==> config.mk <==
export PLATFORM = sky130hd
export DESIGN_NAME = cordic_ci_master
export DESIGN_NICKNAME = d
export VERILOG_FILES = /design/src/rtl/cordic_ci_master.sv
export SDC_FILE = /design/constraint.sdc
export NUM_CORES = 1
export LEC_CHECK = 0
export CORE_UTILIZATION = 45
export CTS_CLUSTER_DIAMETER = 50
export DETAILED_ROUTE_END_ITERATION = 8
export GPL_ROUTABILITY_DRIVEN = 0
export GPL_TIMING_DRIVEN = 0
export PLACE_DENSITY = 0.73
export SYNTH_ARGS = -nofsm -noshare
export SYNTH_HDL_FRONTEND = slang
export SYNTH_SLANG_ARGS = --single-unit
==> constraint.sdc <==
create_clock -name clk -period 1.8 [get_ports clk]
set_input_delay 0.45 -clock clk [delete_from_list [all_inputs] [get_ports clk]]
set_output_delay 0.45 -clock clk [all_outputs]
set_load 0.1 [all_outputs]
==> src/rtl/cordic_ci_master.sv <==
`default_nettype none
// +----------------------------------------------------------------------------+
// | Module      : cordic_ci_master                                             |
// | Description : Queues IEEE-754 single-precision angles and feeds them one   |
// |               at a time to a multicycle CORDIC custom-instruction unit,    |
// |               returning each float result over a valid/ready port in       |
// |               operand order.                                               |
// | Ports       : clk, reset (async, active-low), clk_en (global freeze)       |
// |               op_valid/op_ready/op_data      - operand input stream        |
// |               ci_clk_en/ci_start/ci_dataa    - custom-instruction drive    |
// |               ci_done/ci_result              - custom-instruction return   |
// |               res_valid/res_ready/res_data/res_timeout - result stream     |
// |               busy                           - activity indicator          |
// | Options     : define CI_TIMEOUT_EN to abort a WAIT that lasts              |
// |               TIMEOUT_CYCLES cycles, returning quiet NaN with res_timeout. |
// | Revision    : 1.0 - initial release                                        |
// +----------------------------------------------------------------------------+
module cordic_ci_master #(
   parameter int DEPTH          = 4,
   parameter int TIMEOUT_CYCLES = 64
) (
   input  logic        clk,
   input  logic        reset,
   input  logic        clk_en,
   input  logic        op_valid,
   output logic        op_ready,
   input  logic [31:0] op_data,
   output logic        ci_clk_en,
   output logic        ci_start,
   output logic [31:0] ci_dataa,
   input  logic        ci_done,
   input  logic [31:0] ci_result,
   output logic        res_valid,
   input  logic        res_ready,
   output logic [31:0] res_data,
   output logic        res_timeout,
   output logic        busy
);

   localparam int               PTR_W      = $clog2(DEPTH);
   localparam int               CNT_W      = $clog2(DEPTH) + 1;
   localparam logic [CNT_W-1:0] FULL_COUNT = CNT_W'(DEPTH);
   localparam logic [31:0]      QNAN       = 32'h7FC0_0000;

   localparam logic [1:0] ST_IDLE  = 2'd0;
   localparam logic [1:0] ST_ISSUE = 2'd1;
   localparam logic [1:0] ST_WAIT  = 2'd2;
   localparam logic [1:0] ST_HOLD  = 2'd3;

   if (DEPTH < 2 || DEPTH > 16 || (DEPTH & (DEPTH - 1)) != 0) begin : g_bad_depth
      $error("cordic_ci_master: DEPTH must be a power of two in 2..16");
   end
   if (TIMEOUT_CYCLES < 1) begin : g_bad_timeout
      $error("cordic_ci_master: TIMEOUT_CYCLES must be at least 1");
   end

   logic [1:0]       state;
   logic [1:0]       state_nxt;
   logic [31:0]      mem [DEPTH];
   logic [PTR_W-1:0] wr_ptr;
   logic [PTR_W-1:0] rd_ptr;
   logic [CNT_W-1:0] count;
   logic             not_empty;
   logic             push;
   logic             pop;
   logic             capture;
   logic             load_dataa;
   logic             timeout_hit;

   assign ci_clk_en = clk_en;
   assign not_empty = (count != '0);

   // ---------------------------------------------------------------- FSM
   always_ff @(posedge clk or negedge reset) begin
      if (!reset) begin
         state <= ST_IDLE;
      end else if (clk_en) begin
         state <= state_nxt;
      end
   end

   always_comb begin
      state_nxt = state;
      case (state)
         ST_IDLE:  if (not_empty) state_nxt = ST_ISSUE;
         // A unit that answers in the issue cycle skips WAIT entirely.
         ST_ISSUE: state_nxt = ci_done ? ST_HOLD : ST_WAIT;
         ST_WAIT:  if (ci_done || timeout_hit) state_nxt = ST_HOLD;
         // The head was already popped on capture, so count reflects what
         // is still waiting to be issued.
         ST_HOLD:  if (res_ready) state_nxt = not_empty ? ST_ISSUE : ST_IDLE;
         default:  state_nxt = ST_IDLE;
      endcase
   end

   always_comb begin
      ci_start   = (state == ST_ISSUE);
      res_valid  = (state == ST_HOLD);
      busy       = (state != ST_IDLE) || not_empty;
      op_ready   = (count != FULL_COUNT);
      push       = op_valid && op_ready;
      capture    = ((state == ST_ISSUE) && ci_done) ||
                   ((state == ST_WAIT) && (ci_done || timeout_hit));
      pop        = capture;
      load_dataa = (state_nxt == ST_ISSUE) && (state != ST_ISSUE);
   end

   // ------------------------------------------------------ operand queue
   always_ff @(posedge clk) begin
      if (clk_en && push) begin
         mem[wr_ptr] <= op_data;
      end
   end

   always_ff @(posedge clk or negedge reset) begin
      if (!reset) begin
         wr_ptr      <= '0;
         rd_ptr      <= '0;
         count       <= '0;
         ci_dataa    <= '0;
         res_data    <= '0;
         res_timeout <= 1'b0;
      end else if (clk_en) begin
         if (push) wr_ptr <= wr_ptr + 1'b1;
         if (pop)  rd_ptr <= rd_ptr + 1'b1;
         if (push && !pop) begin
            count <= count + 1'b1;
         end else if (pop && !push) begin
            count <= count - 1'b1;
         end
         // ci_dataa is only loaded on entry to ISSUE, so it stays put
         // for the whole time the unit is working on it.
         if (load_dataa) begin
            ci_dataa <= mem[rd_ptr];
         end
         if (capture) begin
            res_data    <= timeout_hit ? QNAN : ci_result;
            res_timeout <= timeout_hit;
         end else if ((state == ST_HOLD) && res_ready) begin
            res_timeout <= 1'b0;
         end
      end
   end

   // ------------------------------------------------------ WAIT timeout
`ifdef CI_TIMEOUT_EN
   localparam int              TMO_W    = $clog2(TIMEOUT_CYCLES + 1);
   localparam logic [TMO_W-1:0] TMO_LAST = TMO_W'(TIMEOUT_CYCLES - 1);

   logic [TMO_W-1:0] tmo_cnt;

   // The counter holds the number of completed WAIT cycles; the abort
   // fires in the WAIT cycle that would make it reach TIMEOUT_CYCLES.
   assign timeout_hit = (state == ST_WAIT) && !ci_done && (tmo_cnt == TMO_LAST);

   always_ff @(posedge clk or negedge reset) begin
      if (!reset) begin
         tmo_cnt <= '0;
      end else if (clk_en) begin
         if (state == ST_ISSUE) begin
            tmo_cnt <= '0;
         end else if ((state == ST_WAIT) && !ci_done) begin
            tmo_cnt <= tmo_cnt + 1'b1;
         end
      end
   end
`else
   assign timeout_hit = 1'b0;
`endif

endmodule
`default_nettype wire

Yosys cells after proc, flatten, opt, wreduce, memory -nomap -nowiden

Memories as Yosys holds them, arrays and structs flattened. A register that Yosys moved wholly into a read port is not among the register bits.
Cells that the tools add are included.
Widths: inputs -> output; s select.

Muxes and demuxes: 12
Reduce and logical (&&, ||, !) cells: 23
Equality and inequality tests: 6
Add/subtract/negate cells: 4

Operators by type and width:

| kind                | number |
|---|---|
| $reduce_and 2->1    | 5 |
| $logic_and 1x1->1   | 8 |
| $pmux 2 s4          | 1 |
| $mux 1              | 6 |
| $mux 2              | 3 |
| $mux 3              | 2 |
| $reduce_bool 2->1   | 3 |
| $add 2x1->2 const B | 2 |
| $eq 2x1->1 const B  | 2 |
| $eq 2x2->1 const B  | 2 |
| $add 3x1->3 const B | 1 |
| $logic_not 1->1     | 3 |
| $ne 3x3->1 const B  | 1 |
| $reduce_bool 3->1   | 1 |
| $sub 3x1->3 const B | 1 |
| $logic_not 2->1     | 1 |
| $logic_or 1x1->1    | 2 |
| $ne 2x1->1 const B  | 1 |

Bits in writable memories: 128
Input port bits: 70
Logic and storage cells: 52
Register bits: 42
Memories kept: 1

Memory list:

| memory | words | bits a word | rd ports | clocked after memory_dff | write ports | RTL line | source |
|---|---|---|---|---|---|---|---|
| mem    | 4     | 32          | 1        | 1                        | 1           | 59       | `logic [31:0] mem [DEPTH];` |

Logic depth before layout (Yosys ltp)

Gate-level depths: netlist (run 1).

Word-level depth: 7
Gate-level depth with buffers: 9

Worst setup path after synthesis (run 1)

OpenSTA, ideal clock, no wires.

Path kind: flip-flop to flip-flop
From: reg count[2]
To: mem mem[0][0] (enable)
Data arrival time: 2356 ps
Data required time: 1408 ps
Library setup time: 392 ps
Slack: -948 ps
Cell stages (with the launch flop): 5
Cell sequence: dfrtp_1 > or3b_1 > and3_1 > buf_6 > and2_1

Word-level cells in the longest chain between the ends: 5

RTL lines:

| element                      | RTL line | source |
|---|---|---|
| start, declared              | 62       | `logic [CNT_W-1:0] count;` |
| start signal, assigned       | 127      | `count <= count + 1'b1;` |
| start signal, assigned       | 129      | `count <= count - 1'b1;` |
| $ne 3x3->1                   | 100      | `op_ready = (count != FULL_COUNT);` |
| net op_ready                 | 26       | `output logic op_ready,` |
| $logic_and 1x1->1            | 101      | `push = op_valid && op_ready;` |
| $logic_and 1x1->1            | 110      | `if (clk_en && push) begin` |
| $mux 1                       | 110      |  |
| $mux 1 (not written as such) | 111      | `mem[wr_ptr] <= op_data;` |
| end, declared                | 59       |  |

The timed path passes the listed nets, and every way through them passes these cells.

Worst setup path in the final report (run 1)

From: reg count[0]
To: out busy

Word-level cells in the longest chain between the ends: 2

RTL lines:

| element           | RTL line | source |
|---|---|---|
| $reduce_bool 3->1 | 71       | `assign not_empty = (count != '0);` |
| $logic_or 1x1->1  | 99       | `busy = (state != ST_IDLE) \|\| not_empty;` |
| end, declared     | 37       | `output logic busy` |

Every way passes these cells.

==> impl_metrics.csv, run 1 <==
group,metric,value,unit
status,outcome,"finished with violations",
status,violations,"setup timing",
final_layout,regArea,5670,um2
floorplan,start_util,46.3,%
logic_synthesis,yosys.area.top_type,"edfxtp_1",
logic_synthesis,synthesis.area,7700,um2
global_routing,grt_pass1_wl,23100,um
clock_network,cts_tree,"built",
final_layout,multiInputGateArea,1960,um2
logic_synthesis,ys_seq_area_share,73.6,%
sta,drv_slew,0,
worst_setup_path,end_kind,"output pin",
worst_setup_path,r2r_end,"count[1]",
worst_setup_path,crit_slowest_cell,"dfrtp_2",
routing,drtIter0Drc,115,
logic_synthesis,syn_area_per_cell,21.2,um2
logic_synthesis,synth_edf_count,128,
sta,worst_pin_slew,0.548,ns
worst_setup_path,path_cells,"or3_4 > nand2b_4 > buf_12",
final_layout,drive_gt1_share,44.1,%
clock_network,clk_path_buf_depth,3,
place,port_buffers,137,
worst_setup_path,cp.arrival,1.63,ns
floorplan,core,16600,um2
routing,vias,3961,
logic_synthesis,ys_ff_latch,201,
routing,first_pass_iters,4,
worst_setup_path,timing.critical_path.from,"count[0]",
worst_setup_path,r2r_setup_slack,-0.21,ns
logic_synthesis,synth_commonest_cells,"edfxtp_1, dfrtp_1, mux2_2",
worst_setup_path,r2r_cells,6,
floorplan,die_w,133,um
worst_setup_path,path_class,"register to output pin",
floorplan,dieArea,17600,um2
global_routing,gr-total-overflow,0,
worst_setup_path,cp-endpoint,"busy",
clock_network,clock-root-buffer,"clkbuf_16",
logic_synthesis,synth_cell_types,31,
clock_network,clk-insertion-delay-late,0.51,ns
place,dp_hpwl,8510,um
sta,finalHoldViolCount,0,
clock_network,clkTransAtPathRegs,0.06,ns
final_layout,final_cell_area,10100,um2
logic_synthesis,async_flop_share,36.3,%
floorplan,die_y,133,um
sta,max_freq,481,MHz
logic_synthesis,synth_most_common_cell,"edfxtp_1",
clock_network,cts.htree.levels,1,
sta,period_share,115,%
clock_network,cts.sinks,201,
global_routing,antenna_found_initial,0,
sta,relSlewSlack,63.6,%
sta,setup_violations,6,
floorplan,rows,47,
global_routing,grt_max_degree,59,
sta,fin_hold_ws,0.361,ns
run,max-cap-violations,0,
floorplan,ios,140,
final_layout,nNetsFinal,613,
worst_setup_path,r2r-start,"count[1]",
worst_setup_path,worst_ep_required_time,1.35,ns
sta,timing.final.ws_setup,-0.277,ns
final_layout,syn2layout_area_growth,30.7,%
final_layout,diodes,0,
routing,vias_per_cell,5.12,
logic_synthesis,synth_cells,363,
worst_setup_path,cp_max_fo,4,
global_routing,grt.total_usage,17.4,%
logic_synthesis,yosysWarningCount,0,
worst_setup_path,start_kind,"register",
routing,ant_nets,0,
sta,fin_skew,0.0136,ns
sta,fin_crit,2.08,ns
logic_synthesis,ys.flop_type,"edfxtp_1",
place,place_area,9410,um2
logic_synthesis,syn_nets,439,
final_layout,fill_cells,1208,
clock_network,cts_buffers,22,
routing,wl,14800,um
worst_setup_path,max_stage_delay,0.42,ns
sta,rsz0062_at_grt,"true",
routing,wl_per_cell,19.1,um
logic_synthesis,synth_top_area_share,49.9,%
routing,drc_errors,0,
logic_synthesis,synth_area_leaders,"edfxtp_1, dfrtp_1, mux2_2",
global_routing,grt_pass1_vias,4134,
worst_hold_path,min-delay-path-class,"input port to register",
==> sequential cells by signal (all words and copies together) (netlist names) <==
| register | flops |
|---|---|
| wr_ptr | 2 |
| state | 2 |
| count | 3 |
| rd_ptr | 2 |
| mem | 128 |
| res_data | 32 |
| ci_dataa | 32 |
==> critical path, delay by kind of cell, from the launching register on <==
family,cells,cell delay [ns]
flops,1,0.42
buf+inv,1,0.17
simple gates,2,0.54
==> routing by layer <==
metal  GRT usage (%)  share of wire (%)
met4            4.47                1.9
met1            22.7                 42
met2            29.1                 50
met3            4.33                6.2
met5               0                  0
==> cell usage in the layout (no fill, tap or decap), drive strengths merged <==
cell,Yosys,final
mux2,67,67
ha,5,5
mux4,32,32
nand4,1,1
a31oi,2,2
dfrtp,73,73
xor2,2,2
inv,3,4
xnor2,5,5
and3,2,2
nand2,4,4
dlygate4sd3,0,1
nand2b,2,2
nand3,1,1
or3b,1,1
o211a,1,1
clkbuf,4,29
nor2,1,1
clkinv,0,8
conb,1,1
fa,1,1
edfxtp,128,128
nor2b,2,2
o22ai,1,1
clkinvlp,0,1
buf,16,93
and2,6,10
bufinv,0,6
clkdlybuf4s50,0,67
or4,1,1
or3,1,1
==> worst min-delay path by stage <==
stage                           start           to  cells after the start
after detailed placement        reset  ci_dataa[4]                      1
final                          clk_en     state[0]                      2
after floorplan                 reset  ci_dataa[0]                      0
after CTS                      clk_en     state[0]                      2
after global placement    res_data[5]  res_data[5]                      1
after global routing           clk_en     state[0]                      2
==> per-stage QoR <==
step | util, % | setup WS (ns) | instances | TNS, ns
finish | 60.5 | -0.277 | 773 | -0.921
global route | 60.5 | -0.323 | 773 | -1.95
CTS | 60.4 | -0.291 | 771 | -0.816
detailed placement | 56.5 | -0.630 | 721 | -66.38
global placement | 56.4 | -2.56 | 720 | -252.04
floorplan | - | -0.331 | 363 | -6.68
==> final cells by class <==
cell class / instances / share of cell area (%)
Clock inverter: 16 / 2.40
Tap cell: 220 / 2.73
Inverter: 3 / 0.112
Clock buffer: 24 / 5.54
Buffer: 20 / 1.62
Timing Repair Buffer: 146 / 11.8
Multi-Input combinational cell: 143 / 19.5
Sequential cell: 201 / 56.3
==> cell families after synthesis <==
| family | Yosys count | synth area share (%) |
|---|---|---|
| DFF | 201 | 73.6 |
| muxes | 99 | 20.1 |
| AOI/OAI and AO/OA | 4 | 0.374 |
| and+or+nand+nor | 22 | 1.72 |
| other | 1 | 0.0487 |
| buffers and inverters | 23 | 2.16 |
| adders and majority gates | 6 | 1.07 |
| xor gates and xnor gates | 7 | 0.894 |
==> timing repair <==
action | CTS | global route
hold buffers | 1 | 0
gates cloned | 4 | 0
resized for setup | 375 | 3
setup buffers | 5 | 2
pin swaps | 6 | 2
setup endpoints to repair | 228 | 37
endpoints found under the hold margin | 15 | 0
Power of run 1 is left out: the tool's default activity adds up to more than one toggle a clock period on the data nets, which glitch-free logic cannot reach.
==> run 2: changes to the inputs <==
--- a/config.mk
+++ b/config.mk
@@ -11,6 +11,7 @@
 export GPL_ROUTABILITY_DRIVEN = 0
 export GPL_TIMING_DRIVEN = 0
 export PLACE_DENSITY = 0.73
+export SLEW_MARGIN = 25
 export SYNTH_ARGS = -nofsm -noshare
 export SYNTH_HDL_FRONTEND = slang
 export SYNTH_SLANG_ARGS = --single-unit
==> impl_metrics.csv, run 2 (synthesized netlist as in run 1, its figures left out) <==
group,metric,value,unit
global_routing,grt.total_usage,17.9,%
floorplan,ios,140,
sta,setup_violations,6,
clock_network,cts.htree.levels,1,
clock_network,clock-root-buffer,"clkbuf_16",
worst_setup_path,worst_ep_required_time,1.35,ns
floorplan,die_w,133,um
routing,first_pass_iters,4,
final_layout,diodes,0,
worst_hold_path,whs_endpoint,"state[0]",
sta,timing.final.ws_setup,-0.276,ns
run,max-cap-violations,0,
final_layout,largest_reg_flops,128,
final_layout,syn2layout_area_growth,30.7,%
final_layout,regMostFlops,"mem",
global_routing,grt_pass1_vias,4213,
routing,drtIter0Drc,121,
worst_setup_path,max_stage_delay,0.42,ns
final_layout,drive_gt1_share,44.3,%
worst_setup_path,r2r_cells,6,
floorplan,core,16600,um2
final_layout,nNetsFinal,614,
sta,period_share,115,%
place,port_buffers,137,
clock_network,cts_tree,"built",
worst_setup_path,r2r_setup_slack,-0.22,ns
clock_network,clkTransAtPathRegs,0.06,ns
global_routing,antenna_found_initial,0,
routing,vias,3943,
clock_network,cts.sinks,201,
final_layout,layout.cells.most_common,"edfxtp_1",
worst_hold_path,min-delay-path-class,"input port to register",
sta,worst_pin_slew,0.539,ns
routing,drc_errors,0,
worst_hold_path,min_path_cells,2,
final_layout,reg_top3,"mem (128), ci_dataa (32), res_data (32)",
global_routing,grt_pass1_wl,23700,um
sta,fin_skew,0.0152,ns
final_layout,final_cell_mix,"edfxtp_1, dfrtp_1, clkdlybuf4s50_1",
worst_setup_path,path_buf_inv,1,
worst_setup_path,path_class,"register to output pin",
worst_setup_path,cp_max_fo,4,
worst_setup_path,end_kind,"output pin",
global_routing,grt_max_degree,41,
global_routing,gr-total-overflow,0,
status,violations,"setup timing",
floorplan,rows,47,
worst_setup_path,timing.critical_path.from,"count[0]",
worst_setup_path,crit_slowest_cell,"dfrtp_2",
floorplan,start_util,46.3,%
sta,rsz0062_at_grt,"true",
clock_network,cts_buffers,23,
floorplan,die_y,133,um
worst_hold_path,min_from,"clk_en",
status,outcome,"finished with violations",
sta,max_freq,482,MHz
worst_setup_path,r2r-start,"count[1]",
sta,fin_crit,2.08,ns
routing,wl_per_cell,19.4,um
clock_network,clk_path_buf_depth,3,
worst_setup_path,path_cells,"or3_4 > nand2b_4 > buf_12",
worst_setup_path,crit_family,"simple AND/OR/NAND/NOR gates",
worst_setup_path,start_kind,"register",
worst_setup_path,cp.arrival,1.63,ns
routing,vias_per_cell,5.09,
routing,ant_nets,0,
final_layout,final_util,60.5,%
floorplan,dieArea,17600,um2
place,dp_hpwl,8600,um
sta,relSlewSlack,64.1,%
sta,finalHoldViolCount,0,
clock_network,clk-insertion-delay-late,0.50,ns
routing,wl,15100,um
sta,drv_slew,0,
worst_setup_path,r2r_end,"count[1]",
==> run 2: cell types whose count changed in the layout (fill, tap and decap cells not counted), sizes merged <==
cell | before | now
inv | 4 | 5
clkinv | 8 | 10
bufinv | 6 | 5
buf | 93 | 89
clkbuf | 29 | 33
==> run 2: worst max path at each step <==
stage                     slack (ns)      endpoint  depth (start not counted)
after global placement         -2.56  ci_dataa[26]                          1
after global routing           -0.33          busy                          3
after floorplan                -0.33      count[1]                          6
after CTS                      -0.29          busy                          3
after detailed placement       -0.63          busy                          3
final                          -0.28          busy                          3
==> run 2: metrics by stage <==
| stage | setup WS [ns] | hold WS [ns] | TNS [ns] | cell area [um2] | cells |
|---|---|---|---|---|---|
| after global routing | -0.326 | 0.372 | -1.86 | 10100 | 775 |
| after CTS | -0.295 | 0.336 | -0.824 | 10000 | 773 |
| after detailed placement | -0.630 | 0.472 | -66.67 | 9400 | 721 |
| after global placement | -2.56 | 0.487 | -252.04 | 9380 | 720 |
| after floorplan | -0.331 | 0.154 | -6.68 | 7730 | 363 |
| final | -0.276 | 0.362 | -0.917 | 10100 | 775 |
==> run 2: per-layer routing <==
metal / track usage [%] / up-vias / part of all wire (%)
li1: - / 1779 / -
met1: 23.5 / 2010 / 43
met2: 29.9 / 129 / 50
met3: 4.21 / 25 / 5.5
met4: 4.92 / 0 / 1.9
met5: 0 / - / 0
==> run 2: worst reg2reg max path: stages, from the launching register on <==
cell and delay [ns]:
dfrtp_1 0.39, or3b_4 0.44, and2_4 0.17, ha_4 0.16, inv_2 0.05, fa_2 0.43, mux2_4 0.27
==> run 2: timing repair <==
action                                 CTS  global route
resized for setup                      375             6
endpoints found under the hold margin   33             0
pin swaps                                6             1
hold buffers                             1             0
setup endpoints to repair              228            42
buffers inserted                         5             2
cloned                                   4             0
==> run 2: cell type report <==
type	count	area (um2)
fillers	1218	6580
inverters	3	11.3
plain buffers	20	163
clock inverters	18	219
flip-flops and latches	201	5670
multi-input cells	143	1960
clock buffers	24	579
repair buffers	146	1190
well taps	220	275
Power of run 2 is left out for the same reason.
==> run 3: changes to the inputs <==
--- a/config.mk
+++ b/config.mk
@@ -5,12 +5,12 @@
 export SDC_FILE = /design/constraint.sdc
 export NUM_CORES = 1
 export LEC_CHECK = 0
-export CORE_UTILIZATION = 45
+export CORE_UTILIZATION = 47
 export CTS_CLUSTER_DIAMETER = 50
 export DETAILED_ROUTE_END_ITERATION = 8
 export GPL_ROUTABILITY_DRIVEN = 0
 export GPL_TIMING_DRIVEN = 0
-export PLACE_DENSITY = 0.73
+export PLACE_DENSITY = 0.76
 export SLEW_MARGIN = 25
 export SYNTH_ARGS = -nofsm -noshare
 export SYNTH_HDL_FRONTEND = slang
==> impl_metrics.csv, run 3 (synthesized netlist as in run 1, its figures left out) <==
group,metric,value,unit
sta,timing.final.ws_setup,-0.287,ns
sta,relSlewSlack,37.2,%
final_layout,regMostFlops,"mem",
sta,fin_skew,0.0120,ns
status,violations,"setup timing",
routing,vias,3916,
sta,fin_crit,2.09,ns
worst_setup_path,path_class,"register to output pin",
worst_setup_path,worst_ep_required_time,1.35,ns
final_layout,fill_cells,1174,
place,dp_hpwl,9140,um
worst_hold_path,min-delay-path-class,"input port to register",
routing,highest_layer,"met4",
final_layout,largest_reg_flops,128,
clock_network,cts_tree,"built",
global_routing,grt_max_degree,49,
floorplan,die_y,130,um
worst_setup_path,start_kind,"register",
routing,ant_nets,0,
routing,first_pass_iters,4,
sta,drv_slew,0,
sta,rsz0062_at_grt,"true",
sta,max_freq,479,MHz
final_layout,diodes,0,
worst_setup_path,cp_max_fo,4,
routing,dr_wl_met3,1130,um
routing,met2WireLength,7420,um
run,max-cap-violations,0,
global_routing,antenna_found_initial,0,
routing,wl_per_cell,19.7,um
final_layout,drive_gt1_share,43.9,%
floorplan,rows,46,
final_layout,nNetsFinal,614,
sta,setup_violations,5,
floorplan,core,15900,um2
sta,period_share,116,%
sta,worst_pin_slew,0.946,ns
sta,finalHoldViolCount,0,
clock_network,clk-insertion-delay-late,0.49,ns
final_layout,syn2layout_area_growth,29.9,%
final_layout,layout.cells.most_common,"edfxtp_1",
routing,vias_per_cell,5.09,
clock_network,cts_buffers,22,
worst_setup_path,cp.arrival,1.64,ns
place,port_buffers,137,
floorplan,ios,140,
final_layout,reg_top3,"mem (128), ci_dataa (32), res_data (32)",
worst_setup_path,end_kind,"output pin",
clock_network,cts.sinks,201,
global_routing,gr-total-overflow,0,
global_routing,grt.total_usage,18.0,%
routing,drtIter0Drc,173,
routing,drc_errors,0,
routing,wl_met1,6430,um
global_routing,grt_pass1_wl,22300,um
sta,fin_tns_setup,-0.763,ns
status,outcome,"finished with violations",
final_layout,final_cell_mix,"edfxtp_1, dfrtp_1, buf_2",
clock_network,clk_path_buf_depth,3,
clock_network,clock-root-buffer,"clkbuf_16",
floorplan,start_util,48.3,%
routing,wl,15200,um
floorplan,dieArea,16900,um2
clock_network,clkTransAtPathRegs,0.06,ns
global_routing,grt_pass1_vias,4118,
floorplan,die_w,130,um
clock_network,cts.htree.levels,1,
-- run 3: changes by cell type in the layout (fill, tap and decap cells not counted), moves of 2 or more --
cell       delta
clkbuf_4      -4
clkinv_1      -4
buf_2         +5
inv_6         -2
bufinv_16     -2
clkbuf_1      +5
-- run 3: layer usage --
metal  vias to the layer above  track usage [%]
li1                       1777                -
met1                      1982             23.1
met2                       142             30.8
met3                        15             5.00
met4                         0             4.24
met5                         -                0
-- run 3: worst max-delay path, stage by stage, from the launching register on --
cell and delay [ns]:
dfrtp_1 0.41, or3_4 0.40, nand2b_4 0.16, buf_12 0.17
-- run 3: cell type report --
cell class | count | area [um2] | share of cell area [%]
timing repair buffer | 147 | 1190 | 11.9
tap | 216 | 270 | 2.70
clock inverter | 10 | 124 | 1.24
sequential | 201 | 5670 | 56.7
multi-input combinational | 143 | 1960 | 19.6
inverter | 3 | 11.3 | 0.113
clock buffer | 30 | 612 | 6.12
buffer | 20 | 166 | 1.66
-- run 3: metrics by stage --
stage / std cells / util [%] / hold WS (ns) / setup WS, ns / instance area [um2]
finish: 770 / 62.7 / 0.416 / -0.287 / 10000
floorplan: 363 / - / 0.154 / -0.331 / 7730
detailed placement: 717 / 59.0 / 0.435 / -0.666 / 9400
global route: 770 / 62.7 / 0.423 / -0.322 / 10000
CTS: 767 / 62.6 / 0.399 / -0.288 / 9980
global placement: 716 / 58.8 / 0.486 / -2.47 / 9380
-- run 3: final timing paths --
check / from / endpoint / slack, ns / cells after the start
worst min register to register: res_data[9] / res_data[9] / 0.50 / 1
worst max register to register: count[0] / count[1] / -0.22 / 6
worst min-delay path: clk_en / state[1] / 0.42 / 3
worst max-delay path: count[1] / busy / -0.29 / 3
min in group asynchronous: reset / ci_dataa[7] / 0.45 / 2
max in group asynchronous: reset / count[0] / 0.76 / 3
-- run 3: what timing repair did --
action / CTS / global route
setup endpoints to repair: 228 / 36
cloned: 4 / 0
resized for setup: 374 / 1
setup buffers: 5 / 3
hold endpoints to repair: 25 / 0
pin swaps: 5 / 2
hold buffers: 1 / 0
Power of run 3 is left out for the same reason.
